$ cat config.mk
export PLATFORM = sky130hd
export DESIGN_NAME = fetch_redirect_unit
export DESIGN_NICKNAME = d
export VERILOG_FILES = /design/src/rtl/fetch_redirect_unit.sv
export SDC_FILE = /design/constraint.sdc
export NUM_CORES = 1
export LEC_CHECK = 0
export CAP_MARGIN = 20
export CORE_ASPECT_RATIO = 0.7
export CORE_MARGIN = 1.5
export CORE_UTILIZATION = 45
export CTS_BUF_LIST = sky130_fd_sc_hd__clkbuf_4 sky130_fd_sc_hd__clkbuf_8
export DETAILED_ROUTE_END_ITERATION = 8
export MAX_ROUTING_LAYER = met4
export PLACE_DENSITY = 0.78
export SLEW_MARGIN = 0
export SYNTH_ARGS = -nofsm -noshare
export SYNTH_HDL_FRONTEND = slang
export SYNTH_SLANG_ARGS = --single-unit
$ cat constraint.sdc
create_clock -name clk -period 1.92 [get_ports clk]
set_input_delay 0.384 -clock clk [delete_from_list [all_inputs] [get_ports clk]]
set_output_delay 0.384 -clock clk [all_outputs]
set_load 0.05 [all_outputs]
$ cat src/rtl/fetch_redirect_unit.sv
// rtl/fetch_redirect_unit.sv - PC generation and fetch redirect for the IF/EX/WB core
// Optional feature macro: MISALIGN_TRAP_EN (misaligned redirect targets go to TRAP_VEC)
module fetch_redirect_unit #(
  parameter logic [31:0] RESET_PC = 32'h0000_2000,
  parameter logic [31:0] TRAP_VEC = 32'h0000_0100
) (
  input  logic        clk,
  input  logic        rst,
  input  logic        stall,
  input  logic        diverge,
  input  logic        is_jalr,
  input  logic [31:0] target,
  output logic [31:0] fetch_pc,
  output logic        imem_re,
  output logic [31:0] ex_pc,
  output logic [31:0] ex_pc_plus4,
  output logic        ex_valid,
  output logic        redirect,
  output logic        redirect_pending,
  output logic        misalign_trap
);

  typedef enum logic {RUN, PEND} state_t;

  state_t      state_q, state_d;
  logic [31:0] fetch_pc_q, fetch_pc_d;
  logic [31:0] ex_pc_q, ex_pc_d;
  logic        ex_valid_q, ex_valid_d;
  logic        redirect_q, redirect_d;
  logic        misalign_trap_q, misalign_trap_d;
  logic [31:0] pend_target_q, pend_target_d;
  logic        pend_trap_q, pend_trap_d;

  logic        take;
  logic [31:0] eff_target;
  logic [31:0] redir_target;
  logic        redir_trap;

  // A bubble or killed instruction in EX can never steer fetch
  assign take       = diverge & ex_valid_q;
  assign eff_target = is_jalr ? {target[31:1], 1'b0} : target;

`ifdef MISALIGN_TRAP_EN
  // Misaligned targets are sent to the trap vector and flagged
  always_comb begin
    redir_trap   = (eff_target[1:0] != 2'b00);
    redir_target = redir_trap ? TRAP_VEC : eff_target;
  end
`else
  // Without the trap, low target bits are simply dropped
  always_comb begin
    redir_trap   = 1'b0;
    redir_target = eff_target & 32'hFFFF_FFFC;
  end

  // TRAP_VEC only has a consumer when the trap feature is built in
  logic unused_trap_vec;
  assign unused_trap_vec = ^TRAP_VEC;
`endif

  // Next-state logic for PC, EX tracking and the deferred-redirect FSM
  always_comb begin
    state_d         = state_q;
    fetch_pc_d      = fetch_pc_q;
    ex_pc_d         = ex_pc_q;
    ex_valid_d      = ex_valid_q;
    redirect_d      = 1'b0;
    misalign_trap_d = 1'b0;
    pend_target_d   = pend_target_q;
    pend_trap_d     = pend_trap_q;
    case (state_q)
      RUN: begin
        if (!stall) begin
          ex_pc_d = fetch_pc_q;
          if (take) begin
            fetch_pc_d      = redir_target;
            ex_valid_d      = 1'b0;
            redirect_d      = 1'b1;
            misalign_trap_d = redir_trap;
          end else begin
            fetch_pc_d = fetch_pc_q + 32'd4;
            ex_valid_d = 1'b1;
          end
        end else if (take) begin
          // Capture now: the ALU output may change under forwarding while stalled
          pend_target_d = redir_target;
          pend_trap_d   = redir_trap;
          state_d       = PEND;
        end
      end
      PEND: begin
        if (!stall) begin
          fetch_pc_d      = pend_target_q;
          ex_pc_d         = fetch_pc_q;
          ex_valid_d      = 1'b0;
          redirect_d      = 1'b1;
          misalign_trap_d = pend_trap_q;
          state_d         = RUN;
        end
      end
      default: state_d = RUN;
    endcase
  end

  // State registers with synchronous reset; reset also drops any latched target
  always_ff @(posedge clk) begin
    if (rst) begin
      state_q         <= RUN;
      fetch_pc_q      <= RESET_PC;
      ex_pc_q         <= 32'd0;
      ex_valid_q      <= 1'b0;
      redirect_q      <= 1'b0;
      misalign_trap_q <= 1'b0;
      pend_target_q   <= 32'd0;
      pend_trap_q     <= 1'b0;
    end else begin
      state_q         <= state_d;
      fetch_pc_q      <= fetch_pc_d;
      ex_pc_q         <= ex_pc_d;
      ex_valid_q      <= ex_valid_d;
      redirect_q      <= redirect_d;
      misalign_trap_q <= misalign_trap_d;
      pend_target_q   <= pend_target_d;
      pend_trap_q     <= pend_trap_d;
    end
  end

  assign fetch_pc         = fetch_pc_q;
  assign imem_re          = ~stall;
  assign ex_pc            = ex_pc_q;
  assign ex_pc_plus4      = ex_pc_q + 32'd4;
  assign ex_valid         = ex_valid_q;
  assign redirect         = redirect_q;
  assign redirect_pending = (state_q == PEND);
  assign misalign_trap    = misalign_trap_q;

endmodule

Word-level counts from Yosys, hierarchy flattened
Index checks and enable logic that the tools add are counted.

storage, ports and cells
  register bits after elaboration = 97
  input bits = 37
  output and inout port bits = 101

cells by class
  $add $sub $neg = 2
  bitwise operators = 3
  mux-type cells = 16
  reductions and logical operators = 2
  eq/ne operators = 2

operators with widths
  cell                                                             count
  32-bit 2-to-1 mux                                                4
  32-bit by 3-bit adder with 32-bit output, second input constant  2
  32-bit one-hot mux with 2 select lines                           1
  1-bit 2-to-1 mux                                                 8
  1-bit one-hot mux with 2 select lines                            3
  2-bit != test, second input constant                             2
  3-bit AND reduction                                              1
  1-bit NOT                                                        2
  2-bit AND reduction                                              1
  1-bit AND                                                        1

Logic depth before layout (Yosys ltp)
Gate-level depths: netlist (run 1).

  depth in word-level cells = 4
  gate-level depth with buffers = 8
  depth with buffers taken out = 6

Worst setup path after synthesis (run 1)
OpenSTA, ideal clock, no wires.

  path type = register -> output
  from = register ex_pc_q[2] (netlist: ex_pc[2])
  to = output ex_pc_plus4[26]
  stages on the path, launching flop included = 6
  data arrival time = 2.542 ns
  path slack = -1.006 ns
  required time = 1.536 ns
  cells stage by stage = dfxtp_1 ha_1 nand3_1 nor2_1 nand4_1 xnor2_1

on the way
  cells in the longest elaborated chain, start to end = 1

RTL lines
  what                                      line  text
  from (decl)                               27    logic [31:0] ex_pc_q, ex_pc_d;
  from (signal assigned)                    119   ex_pc_q <= ex_pc_d;
  32-bit by 3-bit adder with 32-bit output  131   assign ex_pc_plus4 = ex_pc_q + 32'd4;
  to (decl)                                 16    output logic [31:0] ex_pc_plus4,

No other way between the ends.

Worst setup path after layout (run 1)
  from = register ex_pc_q[4] (netlist: ex_pc[4])
  to = output ex_pc_plus4[23]

Same word-level chain as after synthesis.

==> metrics.md, run 1 <==
| Metric | Value |
|---|---|
| Fmax | `429.2 MHz` |
| Met2 GRT Util | `44.19%` |
| Residual DRC count | `0` |
| Via count | `5443` |
| Clock Skews | `0.01149 ns` |
| Vias per cell | `5.611` |
| Most used cell along the critical path | `and3_4` |
| Critical Path RT | `1.54 ns` |
| Clk slew on worst S/H paths | `0.09 ns` |
| First-pass GRT wire length | `26.32 mm` |
| Leading area contributor after synthesis | `dfxtp_1` |
| Hold/Removal Path Class | `primary input to flop` |
| Pin count of the biggest net entering global routing | `92` |
| Num rows | `32` |
| Prevailing post-synth register cell | `dfxtp_1` |
| Top delay family on crit path | `simple AND/OR/NAND/NOR gates` |
| Chip height | `91.59 um` |
| Netlist Area Pre-Place | `0.005045 sq mm` |
| Setup violations, final | `24` |
| Max cap viols | `0` |
| Hold WS | `0.3950 ns` |
| Slack of the critical path | `-0.4100 ns` |
| GP Congestion | `0.8917` |
| Worst-Skew Late Latency | `0.36 ns` |
| Die ar. | `0.01186 sq mm` |
| CP Class | `flop to output port` |
| DR WL/cell | `17.12 um` |
| Tmin final | `2.330 ns` |
| Nets | `851` |
| Most common cell in the netlist | `nand2_1` |
| CP Launch Type | `flop` |
| Asr flop ratio synth | `0%` |
| Critical Path Fanout Max | `6` |
| P_leak | `3.330 nW` |
| Grt ovf | `0` |
| Final WL | `16.61 mm` |
| Met1 Use GR | `41.09%` |
| DRT iter0 DRCs | `469` |
| EDFF count, synth | `0` |
| Area delta synth->final | `60.04%` |
| HPWL Detailed | `12.04 mm` |
| Worst IR Drop VDD | `369.2 uV` |
| Outcome | `complete, but fails checks` |
| CTS H-tree lvls | `3` |
| # IOs | `138` |
| Critical path's largest stage delay | `0.35 ns` |
| Hold buffer count at CTS | `0` |
| DRT antenna net count | `0` |
| Final Max Slew Viols | `0` |
| Starting Density | `45.99%` |
| Crit share post-route | `121.4%` |
| Busiest grt layer | `met2` |
| Final core occ | `73.60%` |
| PD cells | `595.6 mW/mm^2` |
| TritonCTS Buffers | `9` |
| Root Driver | `clkbuf_8` |
| List of most frequent post-synthesis cells | `nand2_1, dfxtp_1, nor2_1` |
| Antenna cells | `0` |
| CP Cell Sequence | `and3_4 > and4_4 > and3_4 > nand4_1 > xnor2_4 > buf_12` |
| Synth top area share | `36.90%` |
| CP Data Arrival Time | `1.95 ns` |
| Synthesized instance count | `624` |
| GRT Total Usage | `28.87%` |
| Sink Count | `93` |
| Unrepaired setup endpoints after global routing | `yes` |
| Top cells by area, synth | `dfxtp_1, nand2_1, mux2i_1` |
| Seq/Total Area, Yosys | `36.90%` |
| Warnings, synthesis | `0` |
| Setup crit end kind | `output port` |
| Failing checks | `setup timing` |
| Port Buffers | `127` |
| Critical path buffers and inverters | `1` |
| Met3 GRT Util | `3.948%` |
| Slowest CP cell | `dfxtp_4` |
| Initial antenna violation count | `0` |
| Fin. Hold Viols | `0` |
| CTS tree | `yes` |
| Die Wd | `129.6 um` |
| Layout cells sized above 1 | `37.82%` |
| Pre-CTS setup slack | `-0.2048 ns` |
| Drt pass-1 iters | `6` |
| Vias in the first global route | `4969` |
| Distinct cells, synth | `65` |
| #FFs+latches synth | `93` |
| CTS Buffer Depth | `2` |
| Syn_area_per_cell | `8.085 sq um` |
| Area of the core | `0.01097 sq mm` |
==> sequential cells by signal, summed over array words and instances, names as in the netlist <==
register,count
redirect_pending,1
ex_pc,30
pend_target_q,30
redirect,1
fetch_pc,30
ex_valid,1
==> power by group <==
part           internal [mW]  leakage [nW]  total (mW)  switching [mW]
Combinational          0.483          2.44        1.22           0.736
Clock                  0.797         0.113        1.49           0.688
Sequential              2.00         0.780        2.10           0.106
Total                   3.28          3.33        4.81            1.53
==> worst min-delay path: stages <==
cell,delay [ns]
buf_2,0.12
nor2_1,0.07
inv_1,0.09
nor2_1,0.06
==> through the flow <==
step | area [sq um] | TNS (ns) | std cells | power, mW
after floorplan | 5644 | -2.786 | 630 | 2.870
after global placement | 7607 | -2.700 | 946 | 3.314
after detailed placement | 7607 | -4.064 | 946 | 3.339
after CTS | 7985 | -7.144 | 966 | 4.794
after global routing | 8074 | -9.289 | 970 | 4.980
final | 8074 | -7.490 | 970 | 4.809
==> cells by family (layout without fill, tap and decap cells) <==
| logic type | after synthesis | after routing | synth area share [%] |
|---|---|---|---|
| mux | 34 | 34 | 6.746 |
| flops | 93 | 93 | 36.90 |
| buf+inv | 64 | 251 | 6.572 |
| xor+xnor | 37 | 37 | 6.424 |
| other cells | 1 | 7 | 0.07433 |
| simple gates | 250 | 250 | 23.83 |
| fa+ha+maj | 2 | 2 | 0.4960 |
| compound gates | 143 | 143 | 18.95 |
==> cells in the final DEF (no fill, tap or decap), drive strengths merged, types with 3 or more instances in the layout <==
master and count:
and2 4, o21ai 15, buf 189, clkbuf 12
a211oi 8, o22ai 9, conb 7, o21a 6
inv 14, a221o 3, o32ai 4, and3 14
nand2 96, nor2 62, a31oi 4, a311oi 3
a221oi 15, and4 8, mux2i 34, xor2 9
nand3 25, clkdlybuf4s50 31, nand4 19, o211ai 6
nand2b 3, nor3 10, dfxtp 93, xnor2 28
a21oi 56
==> final timing paths <==
check                                       start                 to  slack, ns  depth (start not counted)
worst min-delay path                          rst           redirect       0.39                          4
worst min register to register  pend_target_q[28]  pend_target_q[28]       0.46                          2
worst max-delay path                     ex_pc[4]    ex_pc_plus4[23]      -0.41                          6
worst max register to register        fetch_pc[2]       fetch_pc[28]       0.08                          8
==> area by class of cell <==
type / instances / area, sq um
Multi-Input combinational cell: 473 / 3500
Fill cell: 817 / 2897
Timing Repair Buffer: 220 / 2142
Sequential cell: 93 / 1959
Tap cell: 153 / 191.4
Clock buffer: 12 / 152.6
Clock inverter: 4 / 72.57
Inverter: 15 / 56.30
==> metal layers <==
layer | share of wire [%] | vias up | wire [um]
met5 | 0 | - | 0
met4 | 0.75 | 0 | 124
met3 | 8.2 | 10 | 1364
met2 | 45 | 265 | 7534
met1 | 46 | 2577 | 7584
li1 | - | 2591 | -
==> what timing repair did <==
item | CTS | global route
pin swaps | 22 | 15
setup buffers | 4 | 4
gates resized for setup | 22 | 10
endpoints found under the setup margin | 25 | 29
Note: power is estimated with default switching activity, not from simulation.
==> inputs of run 2 (changes only) <==
- CTS_CLUSTER_SIZE: unset -> 28
- REMOVE_ABC_BUFFERS: unset -> 1
==> run 2 against run 1 <==
Compared with the run above: the flow still finishes with violations (setup timing); register-to-register slack barely moved; clock skew hardly changed; sequential power is essentially flat.
==> metrics.md, run 2 (synthesis gave the netlist of run 1 again) <==
| Metric | Value |
|---|---|
| Post-route insts no fill | `979` |
| Top delay family on crit path | `simple AND/OR/NAND/NOR gates` |
| GP Congestion | `0.9346` |
| Fin. Hold Viols | `0` |
| Commonest non-fill, non-tap cell in the layout | `buf_4` |
| Vias per cell | `5.834` |
| Slew HR | `57.75%` |
| CTS H-tree lvls | `3` |
| Nets | `860` |
| Unrepaired setup endpoints after global routing | `yes` |
| Hold worst-path end | `redirect` |
| Overall power | `4.722 mW` |
| Root Driver | `clkbuf_8` |
| Critical Path Fanout Max | `8` |
| Tmin final | `2.440 ns` |
| Die ar. | `0.01186 sq mm` |
| CP Cell Sequence | `and3_4 > and4_4 > and3_4 > buf_4 > buf_6 > nand2_2 > xnor2_2 > buf_12` |
| Met2 GRT Util | `46.14%` |
| Layout cells sized above 1 | `36.56%` |
| Outcome | `complete, but fails checks` |
| Area of the core | `0.01097 sq mm` |
| Chip height | `91.59 um` |
| Port Buffers | `127` |
| Clock Skews | `0.01100 ns` |
| Antenna cells | `0` |
| PD cells | `596.3 mW/mm^2` |
| CP Launch Type | `flop` |
| Busiest grt layer | `met2` |
| Fmax | `409.8 MHz` |
| Worst Tran Pin Value | `0.6337 ns` |
| Hold wc startpoint | `rst` |
| Setup TNS | `-8.692 ns` |
| Drt pass-1 iters | `7` |
| Starting Density | `45.99%` |
| Slowest CP cell | `dfxtp_2` |
| Met1 Use GR | `37.79%` |
| Post-DP Area | `0.007053 sq mm` |
| Worst flop-to-flop path startpoint | `fetch_pc[2]` |
| R2R depth | `9` |
| Via count | `5711` |
| Setup crit end kind | `output port` |
| Sink Count | `93` |
| Hold WS | `0.4236 ns` |
| DRT antenna net count | `0` |
| Pin count of the biggest net entering global routing | `59` |
| Die Wd | `129.6 um` |
| Final Max Slew Viols | `0` |
| Vias in the first global route | `5234` |
| Grt ovf | `0` |
| P_leak | `3.341 nW` |
| RR Endpoint | `fetch_pc[20]` |
| Worst-Skew Late Latency | `0.37 ns` |
| Area delta synth->final | `56.97%` |
| CTS tree | `yes` |
| Crit share post-route | `127.1%` |
| Clk slew on worst S/H paths | `0.10 ns` |
| TritonCTS Buffers | `9` |
| DR WL/cell | `18.66 um` |
| Worst IR Drop VDD | `397.6 uV` |
| FF-to-FF setup slack | `0.07 ns` |
| Critical Path RT | `1.54 ns` |
| Met3 GRT Util | `5.186%` |
| Number of fill cells | `788` |
| Residual DRC count | `0` |
| Setup violations, final | `24` |
| Initial antenna violation count | `0` |
| Hold path depth | `4` |
| Failing checks | `setup timing` |
| HPWL Detailed | `12.35 mm` |
| Commonest cells after routing, fill and taps aside | `buf_4, nand2_1, dfxtp_1, nor2_1, a21oi_1` |
| Critical path's largest stage delay | `0.34 ns` |
| DP Cell Count | `945` |
| DRT iter0 DRCs | `494` |
| CP Class | `flop to output port` |
| Final WL | `18.27 mm` |
| GRT Total Usage | `29.29%` |
| Critical path buffers and inverters | `3` |
| Pre-CTS setup slack | `-0.1602 ns` |
| Num rows | `32` |
| # IOs | `138` |
| CTS Buffer Depth | `2` |
| Slack of the critical path | `-0.5200 ns` |
| Hold/Removal Path Class | `primary input to flop` |
| Most used cell along the critical path | `and3_4` |
| Final core occ | `72.18%` |
| Hold buffer count at CTS | `0` |
| Post-route cell area | `0.007919 sq mm` |
| Max cap viols | `0` |
| First-pass GRT wire length | `26.50 mm` |
| CP Data Arrival Time | `2.06 ns` |
==> run 2: cell count changes in the layout (fill, tap and decap cells not counted), moves of 4 or more <==
cell and delta:
dfxtp_4 -17, dfxtp_2 -8, xor2_4 -4, xnor2_4 -14, xnor2_2 +14, nand2_2 +4
buf_6 +4, dfxtp_1 +25, xor2_2 +6
==> run 2: final cells by class <==
cell class	count	area (sq um)	share of cell area, %
Sequential cell	93	1886	23.81
Multi-Input combinational cell	473	3329	42.04
Tap cell	153	191.4	2.417
Timing Repair Buffer	229	2252	28.44
Inverter	15	56.30	0.7110
Clock inverter	7	80.08	1.011
Clock buffer	9	123.9	1.564
==> run 2: how the worst max path moves through the flow <==
stage	cells past startpoint	startpoint	slack, ns	end
3_5_place_dp	6	diverge	-0.16	fetch_pc[14]
3_3_place_gp	6	diverge	-0.11	fetch_pc[29]
4_1_cts	7	ex_pc[5]	-0.43	ex_pc_plus4[29]
2_1_floorplan	5	ex_pc[2]	-1.02	ex_pc_plus4[26]
5_1_grt	8	ex_pc[6]	-0.56	ex_pc_plus4[21]
6_report	8	ex_pc[6]	-0.52	ex_pc_plus4[21]
==> run 2: per-layer routing <==
metal	wire (um)	up-vias
li1	-	2612
met5	0	-
met3	1555	47
met1	7513	2721
met4	474	0
met2	8729	331
==> run 2: report_power, final <==
part | total [mW] | internal, mW | switching, mW
registers | 2.11 | 2.01 | 0.0960
logic | 1.24 | 0.481 | 0.761
clock network | 1.37 | 0.623 | 0.752
total | 4.72 | 3.11 | 1.61
==> run 2: repair_timing <==
item / CTS / global route
buffers inserted: 5 / 14
setup endpoints to repair: 26 / 33
resized for setup: 54 / 53
pin swaps: 21 / 25
==> run 2: worst reg2reg max path, stage by stage, from the launching register on <==
cell	delay, ns
dfxtp_2	0.35
ha_2	0.20
nand4_1	0.18
buf_4	0.20
nor3_2	0.13
buf_4	0.18
buf_4	0.11
nand4_1	0.11
mux2i_1	0.18
o22ai_1	0.10
==> inputs of run 3 (changes only) <==
- ABC_AREA: unset -> 1
- CAP_MARGIN: 20 -> unset
- CORE_UTILIZATION: 45 -> 46
- PLACE_DENSITY: 0.78 -> 0.85
==> run 3 against run 2 <==
Compared with the run above: the flow finishes with violations (DRC, setup timing); flip-flop and latch count is the same; sequential power grew 2%; worst setup slack worse by 0.16 ns; first-iteration DRC count increased to 2.8 times the previous value; design area is 8.2% higher; count of clock-buffer cells in the layout unchanged; combinational power is 14% higher; die area increased by 2.0%; power is 8.6% higher; final cell count up 19%; sequential share of layout area shrank 1.6 points; critical path type unchanged; critical endpoint is now ex_pc_plus4[18].
==> metrics.md, run 3 <==
| Metric | Value |
|---|---|
| Max cap viols | `0` |
| DP Cell Count | `1127` |
| Most used cell along the critical path | `nor3_2` |
| TritonCTS Buffers | `9` |
| Clock Skews | `0.02128 ns` |
| Die ar. | `0.01211 sq mm` |
| DRT antenna net count | `0` |
| Vias per cell | `6.209` |
| PD cells | `598.7 mW/mm^2` |
| Hold wc startpoint | `pend_target_q[8]` |
| Pre-CTS setup slack | `-0.1339 ns` |
| List of most frequent post-synthesis cells | `nand2_1, inv_1, dfxtp_1` |
| Final WL | `26.04 mm` |
| Area delta synth->final | `62.74%` |
| Slowest CP cell | `xor2_2` |
| Syn_area_per_cell | `6.557 sq um` |
| Hold buffer count at CTS | `0` |
| Worst flop-to-flop path startpoint | `fetch_pc[3]` |
| Residual DRC count | `72` |
| Chip height | `92.51 um` |
| HPWL Detailed | `13.79 mm` |
| Seq pwr share | `42.2%` |
| Critical path's largest stage delay | `0.42 ns` |
| Worst-Skew Late Latency | `0.40 ns` |
| Commonest cells after routing, fill and taps aside | `nand2_1, buf_4, inv_1, a21oi_1, o21ai_0` |
| Most common cell in the netlist | `nand2_1` |
| Critical Path Fanout Max | `3` |
| Worst Tran Pin Value | `0.5186 ns` |
| EDFF count, synth | `0` |
| Failing checks | `DRC, setup timing` |
| GRT Total Usage | `38.45%` |
| Commonest non-fill, non-tap cell in the layout | `nand2_1` |
| Asr flop ratio synth | `0%` |
| Setup crit end kind | `output port` |
| Root Driver | `clkbuf_8` |
| Antenna cells | `0` |
| CP Class | `flop to output port` |
| Distinct cells, synth | `36` |
| P_sw | `1.863 mW` |
| Setup TNS | `-11.10 ns` |
| Hold/Removal Path Class | `flop to flop` |
| # IOs | `138` |
| P_leak | `3.838 nW` |
| Sink Count | `93` |
| Synthesized instance count | `803` |
| Grt ovf | `0` |
| Tmin final | `2.601 ns` |
| CP Data Arrival Time | `2.22 ns` |
| GP Congestion | `0.9784` |
| Comb pwr share | `27.5%` |
| Hold WS | `0.4841 ns` |
| Number of fill cells | `685` |
| Via count | `7209` |
| Starting Density | `47.47%` |
| Post-route insts no fill | `1161` |
| Clk pwr share | `30.3%` |
| CTS tree | `yes` |
| CP Cell Sequence | `inv_2 > nor3_2 > buf_4 > inv_1 > nor3_2 > xor2_2 > buf_12` |
| Worst IR Drop VDD | `418.8 uV` |
| Overall power | `5.130 mW` |
| First-pass GRT wire length | `34.49 mm` |
| Nets | `1042` |
| Port Buffers | `127` |
| Unrepaired setup endpoints after global routing | `yes` |
| Switching part of the total | `36.31%` |
| Crit path from | `ex_pc[12]` |
| Slew HR | `65.43%` |
| Num rows | `32` |
| Top cells by area, synth | `dfxtp_1, nand2_1, a21oi_1` |
| Synth top area share | `35.36%` |
| Clk slew on worst S/H paths | `0.11 ns` |
| Layout cells sized above 1 | `34.13%` |
| Warnings, synthesis | `0` |
| Prevailing post-synth register cell | `dfxtp_1` |
| Setup violations, final | `29` |
| DRT iter0 DRCs | `1404` |
| Initial antenna violation count | `0` |
| Fin. Hold Viols | `0` |
| CP Launch Type | `flop` |
| Vias in the first global route | `6521` |
| Drt pass-1 iters | `9` |
| Final Max Slew Viols | `0` |
| CTS H-tree lvls | `3` |
| Seq/Total Area, Yosys | `35.36%` |
| Slack of the critical path | `-0.6809 ns` |
| DR WL/cell | `22.42 um` |
| Outcome | `complete, but fails checks` |
| Critical Path RT | `1.54 ns` |
| Leading area contributor after synthesis | `dfxtp_1` |
| Die Wd | `130.9 um` |
| Fmax | `384.5 MHz` |
| Crit share post-route | `135.5%` |
| #FFs+latches synth | `93` |
| Pin count of the biggest net entering global routing | `49` |
| Netlist Area Pre-Place | `0.005265 sq mm` |
| Area of the core | `0.01109 sq mm` |
| CTS Buffer Depth | `2` |
| Internal power | `3.267 mW` |
-- run 3: changes by cell type in the layout (fill, tap and decap cells not counted), moves of 20 or more --
cell	delta
nand3_1	+20
a21oi_1	+37
inv_1	+80
nand2_1	+49
mux2i_1	-34
o21ai_0	+62
-- run 3: kinds of logic (layout without fill, tap and decap cells) --
kind of cell | count (synthesis) | count (layout) | synth area share, %
fa+ha+maj | 2 | 2 | 0.4752
compound gates | 200 | 200 | 19.96
buf+inv | 147 | 346 | 11.24
xor+xnor | 32 | 32 | 5.323
simple gates | 328 | 328 | 27.57
flops | 93 | 93 | 35.36
other cells | 1 | 7 | 0.07122
-- run 3: layout make-up --
class	instances	area [sq um]	area share (%)
clock buffer	9	123.9	1.446
tap	153	191.4	2.234
timing repair buffer	226	2332	27.22
clock inverter	7	98.84	1.154
inverter	104	392.9	4.585
sequential	93	1903	22.21
multi-input combinational	569	3526	41.15
-- run 3: worst paths after layout --
kind / to / cells past startpoint / slack, ns
max: ex_pc_plus4[18] / 7 / -0.68
min: pend_target_q[8] / 2 / 0.48
max reg2reg: fetch_pc[31] / 11 / -0.20
min reg2reg: pend_target_q[8] / 2 / 0.48
-- run 3: routing by layer --
metal	up-vias	part of all wire [%]	track usage, %	wire length, um
met5	-	0	-	0
met4	0	10	21.70	2661
met3	304	15	9.821	3946
met2	766	41	57.02	10640
met1	3155	34	47.64	8783
li1	2984	-	-	-
-- run 3: power by group through the flow --
stage | Sequential, mW | Clock [mW] | Combinational [mW]
after floorplan | 2.42 | 0 | 0.446
after global placement | 2.18 | 0 | 1.23
after detailed placement | 2.18 | 0 | 1.25
after CTS | 2.14 | 1.49 | 1.30
after global routing | 2.17 | 1.62 | 1.46
final | 2.16 | 1.56 | 1.41
-- run 3: worst max-delay path: cells and delay by family, from the launching register on --
kind / cells / cell delay (ns)
XOR/XNOR: 1 / 0.42
buffers and inverters: 4 / 0.56
flip-flops: 1 / 0.35
AND/OR/NAND/NOR: 2 / 0.48
-- run 3: per-stage QoR --
stage          util [%]  instance area (sq um)
5_1_grt           77.26                   8568
2_1_floorplan         -                   5086
3_5_place_dp      66.62                   7388
6_report          77.26                   8568
3_3_place_gp      66.62                   7388
4_1_cts           73.62                   8165
-- run 3: repair_timing --
| action | 4_1_cts | 5_1_grt |
|---|---|---|
| gates resized for setup | 117 | 70 |
| pin swaps | 37 | 38 |
| buffers inserted | 8 | 13 |
| setup endpoints to repair | 26 | 27 |
| cloned | 0 | 0 |
